**src/rtl/register_file_pkg.sv**
```systemverilog
// Shared core config: architectural sizes, zero register and opcodes.
// Imported by the register file, its interface and its read ports.
package register_file_pkg;
  localparam int REG_NUM = 32;
  localparam int ROB_W   = 6;
  localparam int XLEN    = 32;

  localparam logic [4:0] ZERO = 5'd0;

  localparam logic [6:0] OP_LUI    = 7'b0110111;
  localparam logic [6:0] OP_AUIPC  = 7'b0010111;
  localparam logic [6:0] OP_JAL    = 7'b1101111;
  localparam logic [6:0] OP_JALR   = 7'b1100111;
  localparam logic [6:0] OP_BRANCH = 7'b1100011;
  localparam logic [6:0] OP_LOAD   = 7'b0000011;
  localparam logic [6:0] OP_STORE  = 7'b0100011;
  localparam logic [6:0] OP_IMM    = 7'b0010011;
  localparam logic [6:0] OP_REG    = 7'b0110011;

  function automatic logic is_zero(input logic [4:0] r);
    return r == ZERO;
  endfunction
endpackage

```
**src/rtl/register_file_if.sv**
```systemverilog
// Register file bus: rename/issue, operand query, commit, flush, rdy.
// master = issue unit + ROB side, slave = register file.
interface register_file_if
  import register_file_pkg::*;
#(
  parameter int ROB_W = register_file_pkg::ROB_W,
  parameter int XLEN  = register_file_pkg::XLEN
);
  logic             rdy;
  logic             issue_valid;
  logic [4:0]       issue_rd;
  logic [ROB_W-1:0] issue_index;
  logic [4:0]       query_rs1;
  logic [4:0]       query_rs2;
  logic             rs1_busy;
  logic             rs2_busy;
  logic [ROB_W-1:0] rs1_tag;
  logic [ROB_W-1:0] rs2_tag;
  logic [XLEN-1:0]  rs1_value;
  logic [XLEN-1:0]  rs2_value;
  logic             rf_valid;
  logic [ROB_W-1:0] rf_index;
  logic [4:0]       rf_rd;
  logic [XLEN-1:0]  rf_value;
  logic             flush;

  modport master (
    output rdy, issue_valid, issue_rd, issue_index,
    output query_rs1, query_rs2,
    output rf_valid, rf_index, rf_rd, rf_value, flush,
    input  rs1_busy, rs2_busy, rs1_tag, rs2_tag,
    input  rs1_value, rs2_value
  );

  modport slave (
    input  rdy, issue_valid, issue_rd, issue_index,
    input  query_rs1, query_rs2,
    input  rf_valid, rf_index, rf_rd, rf_value, flush,
    output rs1_busy, rs2_busy, rs1_tag, rs2_tag,
    output rs1_value, rs2_value
  );
endinterface

```
**src/rtl/register_file_read_port.sv**
```systemverilog
// One operand read port: table lookup plus same-cycle commit bypass.
// In: query, stored busy/tag/value, commit bus. Out: busy, tag, value.
module regfile_read_port
  import register_file_pkg::*;
#(
  parameter int REG_NUM = register_file_pkg::REG_NUM,
  parameter int ROB_W   = register_file_pkg::ROB_W,
  parameter int XLEN    = register_file_pkg::XLEN
) (
  input  logic [4:0]                     query,
  input  logic [REG_NUM-1:0]             busy_q,
  input  logic [REG_NUM-1:0][ROB_W-1:0]  tag_q,
  input  logic [REG_NUM-1:0][XLEN-1:0]   value_q,
  input  logic                           rf_valid,
  input  logic [4:0]                     rf_rd,
  input  logic [ROB_W-1:0]               rf_index,
  input  logic [XLEN-1:0]                rf_value,
  output logic                           busy,
  output logic [ROB_W-1:0]               tag,
  output logic [XLEN-1:0]                value
);
  logic byp;
  logic hit;

  assign byp = rf_valid && (rf_rd == query);
  // Commit retires the producer we were waiting on.
  assign hit = byp && (tag_q[query] == rf_index);

  always_comb begin
    busy  = 1'b0;
    tag   = '0;
    value = '0;
    if (!is_zero(query)) begin
      value = byp ? rf_value : value_q[query];
      busy  = busy_q[query] && !hit;
      tag   = busy ? tag_q[query] : '0;
    end
  end
endmodule

```
**src/rtl/register_file.sv**
```systemverilog
// Renaming register file: value, busy and ROB tag per register.
// Ports: clk, rst (async high), bus (slave modport of register_file_if).
module register_file
  import register_file_pkg::*;
#(
  parameter int REG_NUM = register_file_pkg::REG_NUM,
  parameter int ROB_W   = register_file_pkg::ROB_W,
  parameter int XLEN    = register_file_pkg::XLEN
) (
  input  logic               clk,
  input  logic               rst,
  register_file_if.slave     bus
);
  logic [REG_NUM-1:0]            busy_q;
  logic [REG_NUM-1:0][ROB_W-1:0] tag_q;
  logic [REG_NUM-1:0][XLEN-1:0]  value_q;

  logic issue_ok;
  logic commit_ok;
  logic commit_clr;

  assign issue_ok  = bus.issue_valid && !is_zero(bus.issue_rd)
                   && !bus.flush;
  assign commit_ok = bus.rf_valid && !is_zero(bus.rf_rd);
  // A same-cycle rename of rf_rd wins over the retiring producer.
  assign commit_clr = commit_ok
                    && (tag_q[bus.rf_rd] == bus.rf_index)
                    && !(issue_ok && bus.issue_rd == bus.rf_rd);

  always_ff @(posedge clk or posedge rst) begin
    if (rst) begin
      busy_q  <= '0;
      tag_q   <= '0;
      value_q <= '0;
    end else if (bus.rdy) begin
      if (commit_ok)
        value_q[bus.rf_rd] <= bus.rf_value;
      if (bus.flush) begin
        busy_q <= '0;
      end else begin
        if (commit_clr)
          busy_q[bus.rf_rd] <= 1'b0;
        if (issue_ok) begin
          busy_q[bus.issue_rd] <= 1'b1;
          tag_q[bus.issue_rd]  <= bus.issue_index;
        end
      end
    end
  end

  regfile_read_port #(
    .REG_NUM(REG_NUM), .ROB_W(ROB_W), .XLEN(XLEN)
  ) u_rs1 (
    .query    (bus.query_rs1),
    .busy_q   (busy_q),
    .tag_q    (tag_q),
    .value_q  (value_q),
    .rf_valid (bus.rf_valid),
    .rf_rd    (bus.rf_rd),
    .rf_index (bus.rf_index),
    .rf_value (bus.rf_value),
    .busy     (bus.rs1_busy),
    .tag      (bus.rs1_tag),
    .value    (bus.rs1_value)
  );

  regfile_read_port #(
    .REG_NUM(REG_NUM), .ROB_W(ROB_W), .XLEN(XLEN)
  ) u_rs2 (
    .query    (bus.query_rs2),
    .busy_q   (busy_q),
    .tag_q    (tag_q),
    .value_q  (value_q),
    .rf_valid (bus.rf_valid),
    .rf_rd    (bus.rf_rd),
    .rf_index (bus.rf_index),
    .rf_value (bus.rf_value),
    .busy     (bus.rs2_busy),
    .tag      (bus.rs2_tag),
    .value    (bus.rs2_value)
  );
endmodule
```
**src/flat_wrapper.sv**
```systemverilog
// flat-port wrapper written by rule: the top's interface ports become plain ports
module register_file_flat import register_file_pkg::*;
#(
  parameter int REG_NUM = register_file_pkg::REG_NUM,
  parameter int ROB_W   = register_file_pkg::ROB_W,
  parameter int XLEN    = register_file_pkg::XLEN
)
  (clk, rst, bus_rdy, bus_issue_valid, bus_issue_rd, bus_issue_index, bus_query_rs1, bus_query_rs2, bus_rf_valid, bus_rf_index, bus_rf_rd, bus_rf_value, bus_flush, bus_rs1_busy, bus_rs2_busy, bus_rs1_tag, bus_rs2_tag, bus_rs1_value, bus_rs2_value);
  register_file_if #(.ROB_W(ROB_W), .XLEN(XLEN)) bus_i ();
  input  logic clk;
  input  logic rst;
  input wire logic [$bits(bus_i.rdy)-1:0] bus_rdy;
  input wire logic [$bits(bus_i.issue_valid)-1:0] bus_issue_valid;
  input wire logic [$bits(bus_i.issue_rd)-1:0] bus_issue_rd;
  input wire logic [$bits(bus_i.issue_index)-1:0] bus_issue_index;
  input wire logic [$bits(bus_i.query_rs1)-1:0] bus_query_rs1;
  input wire logic [$bits(bus_i.query_rs2)-1:0] bus_query_rs2;
  input wire logic [$bits(bus_i.rf_valid)-1:0] bus_rf_valid;
  input wire logic [$bits(bus_i.rf_index)-1:0] bus_rf_index;
  input wire logic [$bits(bus_i.rf_rd)-1:0] bus_rf_rd;
  input wire logic [$bits(bus_i.rf_value)-1:0] bus_rf_value;
  input wire logic [$bits(bus_i.flush)-1:0] bus_flush;
  output wire logic [$bits(bus_i.rs1_busy)-1:0] bus_rs1_busy;
  output wire logic [$bits(bus_i.rs2_busy)-1:0] bus_rs2_busy;
  output wire logic [$bits(bus_i.rs1_tag)-1:0] bus_rs1_tag;
  output wire logic [$bits(bus_i.rs2_tag)-1:0] bus_rs2_tag;
  output wire logic [$bits(bus_i.rs1_value)-1:0] bus_rs1_value;
  output wire logic [$bits(bus_i.rs2_value)-1:0] bus_rs2_value;
  assign bus_i.rdy = bus_rdy;
  assign bus_i.issue_valid = bus_issue_valid;
  assign bus_i.issue_rd = bus_issue_rd;
  assign bus_i.issue_index = bus_issue_index;
  assign bus_i.query_rs1 = bus_query_rs1;
  assign bus_i.query_rs2 = bus_query_rs2;
  assign bus_i.rf_valid = bus_rf_valid;
  assign bus_i.rf_index = bus_rf_index;
  assign bus_i.rf_rd = bus_rf_rd;
  assign bus_i.rf_value = bus_rf_value;
  assign bus_i.flush = bus_flush;
  assign bus_rs1_busy = bus_i.rs1_busy;
  assign bus_rs2_busy = bus_i.rs2_busy;
  assign bus_rs1_tag = bus_i.rs1_tag;
  assign bus_rs2_tag = bus_i.rs2_tag;
  assign bus_rs1_value = bus_i.rs1_value;
  assign bus_rs2_value = bus_i.rs2_value;
  register_file #(.REG_NUM(REG_NUM), .ROB_W(ROB_W), .XLEN(XLEN)) u_core (.clk(clk), .rst(rst), .bus(bus_i));
endmodule
```
**config.mk**
```make
export PLATFORM = sky130hd
export DESIGN_NAME = register_file_flat
export DESIGN_NICKNAME = d
export VERILOG_FILES = /design/src/rtl/register_file_pkg.sv /design/src/rtl/register_file_if.sv /design/src/rtl/register_file_read_port.sv /design/src/rtl/register_file.sv /design/src/flat_wrapper.sv
export SDC_FILE = /design/constraint.sdc
export NUM_CORES = 2
export LEC_CHECK = 0
export ABC_CLOCK_PERIOD_IN_PS = 57500
export CORE_MARGIN = 3
export CORE_UTILIZATION = 54
export DETAILED_ROUTE_END_ITERATION = 10
export PLACE_DENSITY = 0.69
export SETUP_SLACK_MARGIN = 0.3
export SLEW_MARGIN = 0
export SYNTH_ARGS = -nofsm -noshare
export SYNTH_HDL_FRONTEND = slang
export SYNTH_HIERARCHICAL = 1
export SYNTH_SLANG_ARGS = --single-unit
```
**constraint.sdc**
```tcl
create_clock -name clk -period 57.5 [get_ports clk]
set_input_delay 8.625 -clock clk [delete_from_list [all_inputs] [get_ports clk]]
set_output_delay 8.625 -clock clk [all_outputs]
set_load 0.05 [all_outputs]
```
=== After elaboration in Yosys (flattened, before gate mapping) ===
Cells that the tools add are included.

* Flip-flop bits (word level): 1248
* Input port bits: 70
* Output and inout port bits: 78
* Word-level logic and storage cells: 146

* Order comparisons: 6
* Eq/ne operators: 6
* Mux-type cells: 39
* Bitwise logic cells: 4
* Reductions and logical operators: 26

{| class="wikitable"
|+ Operators with widths
! cell !! number
|-
| $bwmux W1024 || 1
|-
| $mux W32 || 12
|-
| $bmux W32 S5 || 2
|-
| $bwmux W192 || 1
|-
| $demux W32 S5 || 1
|-
| $bmux W6 S5 || 3
|-
| $mux W6 || 8
|-
| $and A32 B32 Y32 || 1
|-
| $not A32 Y32 || 1
|-
| $or A32 B32 Y32 || 1
|-
| $demux W6 S5 || 1
|-
| $lt A5 B6 Y1 const B || 4
|-
| $logic_not A5 Y1 || 4
|-
| $eq A6 B6 Y1 || 3
|-
| $eq A5 B5 Y1 || 3
|-
| $logic_and A1 B1 Y1 || 14
|-
| $bmux W1 S5 || 2
|-
| $demux W1 S5 || 2
|-
| $ge A5 B1 Y1 const B || 2
|-
| $logic_not A1 Y1 || 6
|-
| $mux W1 || 6
|-
| $reduce_and A3 Y1 || 1
|-
| $reduce_and A2 Y1 || 1
|-
| $not A1 Y1 || 1
|}

=== Longest topological paths before layout ===
* Depth in word-level cells: 13
* Depth in mapped cells: 12
* Mapped depth without buffers: 7

=== By module ===
The synthesis kept the hierarchy.

{| class="wikitable"
|+ Modules (own cells, without submodules)
! module !! times used !! cells each !! area an instance (um^2) !! sequential area each (um^2)
|-
| register_file || 1 || 3346 || 48516.5 || 31230.0
|-
| regfile_read_port || 2 || 870 || 10806.6 || 0.0
|}

=== Least setup slack after synthesis ===
No wires, ideal clock.

* Path kind: input port to output port
* Start point: input port bus_query_rs1[0]
* End point: output port bus_rs1_value[11]
* Data arrival time: 11315 ps
* Required time: 48875 ps
* Slack: 37560 ps
* Stages: 10
* Path buffers: 6
* Path through: buf_6 > buf_12 > buf_12 > buf_4 > xnor2_1 > nand4_1 > or2_2 > buf_2 > buf_2 > a211oi_1

* Longest elaborated chain between the ends: 4
* Elaborated cells on any way between the ends: 7
* Those cells by class: eq/ne: 1; mux: 4; reduce/logical: 2

{| class="wikitable"
|+ RTL lines
! element !! RTL line !! source
|-
| start, declared || flat_wrapper.sv:16 || <nowiki>input wire logic [$bits(bus_i.query_rs1)-1:0] bus_query_rs1;</nowiki>
|-
| $bmux W32 S5 / $eq A5 B5 Y1 (equally long branches) || register_file_read_port.sv:34, register_file_read_port.sv:25 ||
|-
| $mux W32 (not written as such) / $logic_and A1 B1 Y1 (equally long branches) || register_file_read_port.sv:34, register_file_read_port.sv:25 ||
|-
| $mux W32 || register_file_read_port.sv:34 || <nowiki>value = byp ? rf_value : value_q[query];</nowiki>
|-
| $mux W32 * || register_file_read_port.sv:33 || <nowiki>if (!is_zero(query)) begin</nowiki>
|-
| end, declared || flat_wrapper.sv:27 || <nowiki>output wire logic [$bits(bus_i.rs1_value)-1:0] bus_rs1_value;</nowiki>
|}

Mark *: on every way between the ends. The rest lies on a longest branch, timed or not. The select of a mux whose other input is x is not followed.

=== Final worst setup path ===
* Start point: input port bus_query_rs1[0]
* End point: output port bus_rs1_value[4]

Same word-level chain as after synthesis.

==> results_tabular.tex <==
\begin{tabular}{lr}
\hline
Metric & Value \\
\hline
\multicolumn{2}{l}{\textbf{Finish}} \\
\quad Total of fill cells in the finished design & 9971 \\
\quad Layout overhead on the synthesized area & 10.01\% \\
\quad Fraction of final layout cells sized beyond drive strength 1 & 0.4198 \\
\quad Count of nets after finishing & 5033 \\
\multicolumn{2}{l}{\textbf{Synthesis}} \\
\quad Most common cell in the synthesized netlist & dfrtp\_1 \\
\quad Post-Synthesis Cells & 5086 \\
\quad Number of enable flip-flop cells after synthesis & 0 \\
\quad Post-synthesis net count & 5156 \\
\quad Flops \& latches, synth & 1248 \\
\quad Share of synthesized registers carrying an async set or reset & 1.000 \\
\quad Post-synth top flop & dfrtp\_1 \\
\quad Syn. warnings & 6 \\
\quad Cell area after technology mapping & 70130 µm² \\
\quad Mean post-synth cell area & 13.79 µm² \\
\quad Post-synthesis cell type with the largest combined area & dfrtp\_1 \\
\quad Portion of the post-synthesis area used by sequential elements & 0.4453 \\
\quad Leading post-synthesis cells by instance count & 1248 x dfrtp\_1, 1146 x mux2\_2, 524 x mux4\_2, 391 x nand2\_1, 326 x mux2i\_1 \\
\quad Area fraction of the dominant cell type after synthesis & 0.4453 \\
\quad Number of unique standard cell types used by synthesis & 70 \\
\quad Leading cell types by total area after synthesis & dfrtp\_1 45\%, mux2\_2 18\%, mux4\_2 17\% \\
\multicolumn{2}{l}{\textbf{Drt}} \\
\quad Via count & 48.34k \\
\quad Post-route DRC & 0 \\
\quad Routed via count divided by cell count & 7.106 \\
\quad Count of antenna-violating nets left after detailed routing & 0 \\
\quad First-pass iteration count of the detailed router & 6 \\
\quad Routed wire length & 227.0 mm \\
\quad Post-detailed-route wirelength per cell & 33.37 µm \\
\quad First-iteration detailed-routing DRC count & 5931 \\
\multicolumn{2}{l}{\textbf{Hold path}} \\
\quad Hold Path Class & reg -> reg \\
\multicolumn{2}{l}{\textbf{Clock tree}} \\
\quad Number of gates given a new drive strength after cts & 0 \\
\quad Hold-fix buffers, CTS & 0 \\
\quad Worst skew pair latency & 0.78 ns \\
\quad Number of buffers created by CTS & 140 \\
\quad H-Tree Level Count & 4 \\
\quad Post-CTS Repair Setup Buffers & 0 \\
\quad Maximum buffer depth of the clock tree & 3 \\
\quad Clk Tree Root Cell & clkbuf\_16 \\
\quad Clk sinks & 1248 \\
\quad Clock-pin slew on the worst setup and hold paths & 0.06 ns \\
\quad TritonCTS clock tree & done \\
\multicolumn{2}{l}{\textbf{Timing}} \\
\quad Post-Route Setup TNS & 0 ns \\
\quad Clk\_skew & 0.02177 ns \\
\quad Achievable Freq & 45.42 MHz \\
\quad Worst-case headroom to the max-slew limit & 0.03881 \\
\quad Total of endpoints with negative setup slack in the final report & 0 \\
\quad Post-route setup slack & 35.48 ns \\
\quad Transition time at the pin with the least slew margin & 1.439 ns \\
\quad Hold Violations, Final & 0 \\
\quad Share of the clock period used by the worst path & 0.3829 \\
\quad Post-layout min period & 22.02 ns \\
\quad Unrepaired setup endpoints after global routing & no \\
\quad Final Max Slew Viols & 0 \\
\multicolumn{2}{l}{\textbf{Global route}} \\
\quad Wire length of the first global-routing pass & 334.2 mm \\
\quad Remaining global-route overflow & 0 \\
\quad Pin count of the biggest net entering global routing & 164 \\
\quad Number of global-route vias before repair & 48.56k \\
\quad Total global-route track usage & 0.3352 \\
\quad Initial antenna violation count & 8 \\
\multicolumn{2}{l}{\textbf{Die}} \\
\quad Std-Cell Rows & 131 \\
\quad Height of the chip & 366.4 µm \\
\quad Number of top-level design ports & 148 \\
\quad Area inside the core boundary & 128200 µm² \\
\quad Die outline area & 134200 µm² \\
\quad Initial cell density of the core & 0.5471 \\
\quad Die Span X & 366.4 µm \\
\multicolumn{2}{l}{\textbf{Pwr}} \\
\quad Worst VDD drop & 0.00002907 V \\
\quad Part of the power in combinational logic & 0.178 \\
\quad Sequential fraction of design power & 0.437 \\
\quad Net Switching & 0.6685 mW \\
\quad Design internal power & 1.760 mW \\
\quad Share of total power in the clock network & 0.385 \\
\quad Leakage Power & 34.40 nW \\
\quad Power per standard cell area & 31.47 nW/µm² \\
\quad Share of total power consumed by net switching & 0.2753 \\
\multicolumn{2}{l}{\textbf{Critical path}} \\
\quad Critical-path top delay cell & buf\_4 \\
\quad Sort of element at the start of the critical path & input pin \\
\quad Category of the most critical setup path & in -> out \\
\quad Worst endpoint required time & 48.88 ns \\
\quad Worst path max stage delay & 0.83 ns \\
\quad Critical path, cell by cell & buf\_8 -> buf\_12 -> buf\_4 -> mux4\_2 -> mux4\_2 -> nand2\_1 -> o21ai\_0 -> nand2\_1 -> a21oi\_1 -> clkdlybuf4s50\_1 \\
\quad Critical path endpoint category & primary output \\
\quad Critical path fanouts, max & 108 \\
\quad Data arrival time of the critical path & 13.39 ns \\
\multicolumn{2}{l}{\textbf{Status}} \\
\quad Status & completed \\
\multicolumn{2}{l}{\textbf{Placed design}} \\
\quad Buffers added on ports & 147 \\
\quad Post-DP HPWL & 130.4 mm \\
\quad Weighted congestion at the end of routability-driven global placement & 0.9646 \\
\quad Pre-CTS setup slack & 35.50 ns \\
\multicolumn{2}{l}{\textbf{Job}} \\
\quad Max-capacitance violation count & 0 \\
\hline
\end{tabular}
registers in the layout (all words and copies together), names as in the netlist:
signal and flops:
u_core/value_q 1024, u_core/tag_q 192, u_core/busy_q 32
cells by family (layout without fill, tap and decap cells):
kind of cell | count (synthesis) | count (layout) | share of synthesized area
and+or+nand+nor | 723 | 723 | 0.04955
buffers and inverters | 558 | 543 | 0.03911
AOI/OAI and AO/OA | 510 | 510 | 0.05213
xor gates and xnor gates | 17 | 17 | 0.002337
DFF | 1248 | 1248 | 0.4453
muxes | 2030 | 2030 | 0.4116
other | 0 | 3 | 0
per-layer routing:
metal / routed length, µm / GRT usage
met5: 21 / 0
met4: 10540 / 0.1394
met3: 24950 / 0.09241
met2: 101200 / 0.4971
met1: 90290 / 0.4690
path summary, 6_finish.rpt:
path | end | start | depth (start not counted) | slack [ns]
worst max-delay path | bus_rs1_value[4] | bus_query_rs1[0] | 10 | 35.48
worst min-delay path | u_core/value_q[9] | u_core/value_q[9] | 0 | 0.39
worst max register to register | u_core/busy_q[24] | u_core/tag_q[180] | 7 | 54.22
worst min register to register | u_core/value_q[9] | u_core/value_q[9] | 0 | 0.39
max in group asynchronous | u_core/value_q[786] | rst | 6 | 45.03
min in group asynchronous | u_core/value_q[226] | rst | 2 | 8.39
power groups by stage:
stage                     logic, mW  registers (mW)  clock network, mW
after floorplan               0.327            1.05                  0
after global placement        0.419            1.06                  0
after detailed placement      0.427            1.07                  0
after CTS                     0.429            1.06              0.949
after global routing          0.456            1.07              0.985
final                         0.432            1.06              0.936
layout by cell type (no fill, tap or decap), types with 21 or more instances in the layout:
| cell type | synthesis | final |
|---|---|---|
| dfrtp_1 | 1248 | 1248 |
| mux2_2 | 1146 | 1146 |
| mux4_2 | 524 | 524 |
| nand2_1 | 391 | 384 |
| mux2i_1 | 326 | 326 |
| clkbuf_16 | 0 | 144 |
| clkdlybuf4s50_1 | 0 | 136 |
| buf_4 | 47 | 108 |
| nor2_1 | 124 | 98 |
| a21oi_1 | 87 | 87 |
| o22ai_1 | 70 | 70 |
| o221ai_1 | 70 | 70 |
| a211oi_1 | 58 | 58 |
| a221oi_1 | 48 | 48 |
| o21ai_0 | 45 | 45 |
| or2_2 | 37 | 37 |
| mux4_1 | 34 | 34 |
| o211ai_1 | 32 | 32 |
| clkbuf_8 | 0 | 31 |
| clkbuf_1 | 238 | 31 |
| inv_1 | 28 | 27 |
| nor2_4 | 0 | 26 |
| a221o_1 | 22 | 22 |
| a31oi_1 | 21 | 21 |
final cells by class:
| type | count | area (µm²) | share of cell area |
|---|---|---|---|
| multi-input combinational | 3280 | 36430 | 0.4722 |
| sequential | 1248 | 31230 | 0.4048 |
| clock buffer | 206 | 4146 | 0.05374 |
| timing repair buffer | 261 | 2406 | 0.03119 |
| tap | 1729 | 2163 | 0.02804 |
| clock inverter | 44 | 638.1 | 0.008271 |
| inverter | 32 | 132.6 | 0.001719 |
| antenna | 3 | 7.507 | 0.00009730 |
worst max-delay path, delay by kind of cell:
family | cells | cell delay (ns)
buf+inv | 4 | 2.72
mux | 2 | 1.10
compound gates | 2 | 0.27
simple gates | 2 | 0.24
per-stage QoR:
stage	utilization	cell area (µm²)	power, mW	hold WS [ns]	instances
2_1_floorplan	-	70130	1.377	0.4413	5086
3_3_place_gp	0.5645	72360	1.484	0.3764	6550
3_5_place_dp	0.5645	72360	1.499	0.3836	6550
4_1_cts	0.6019	77140	2.435	0.3968	6800
5_1_grt	0.6019	77140	2.514	0.4063	6800
6_report	0.6019	77150	2.428	0.3942	6803
Power figures use the tool's default switching activity.
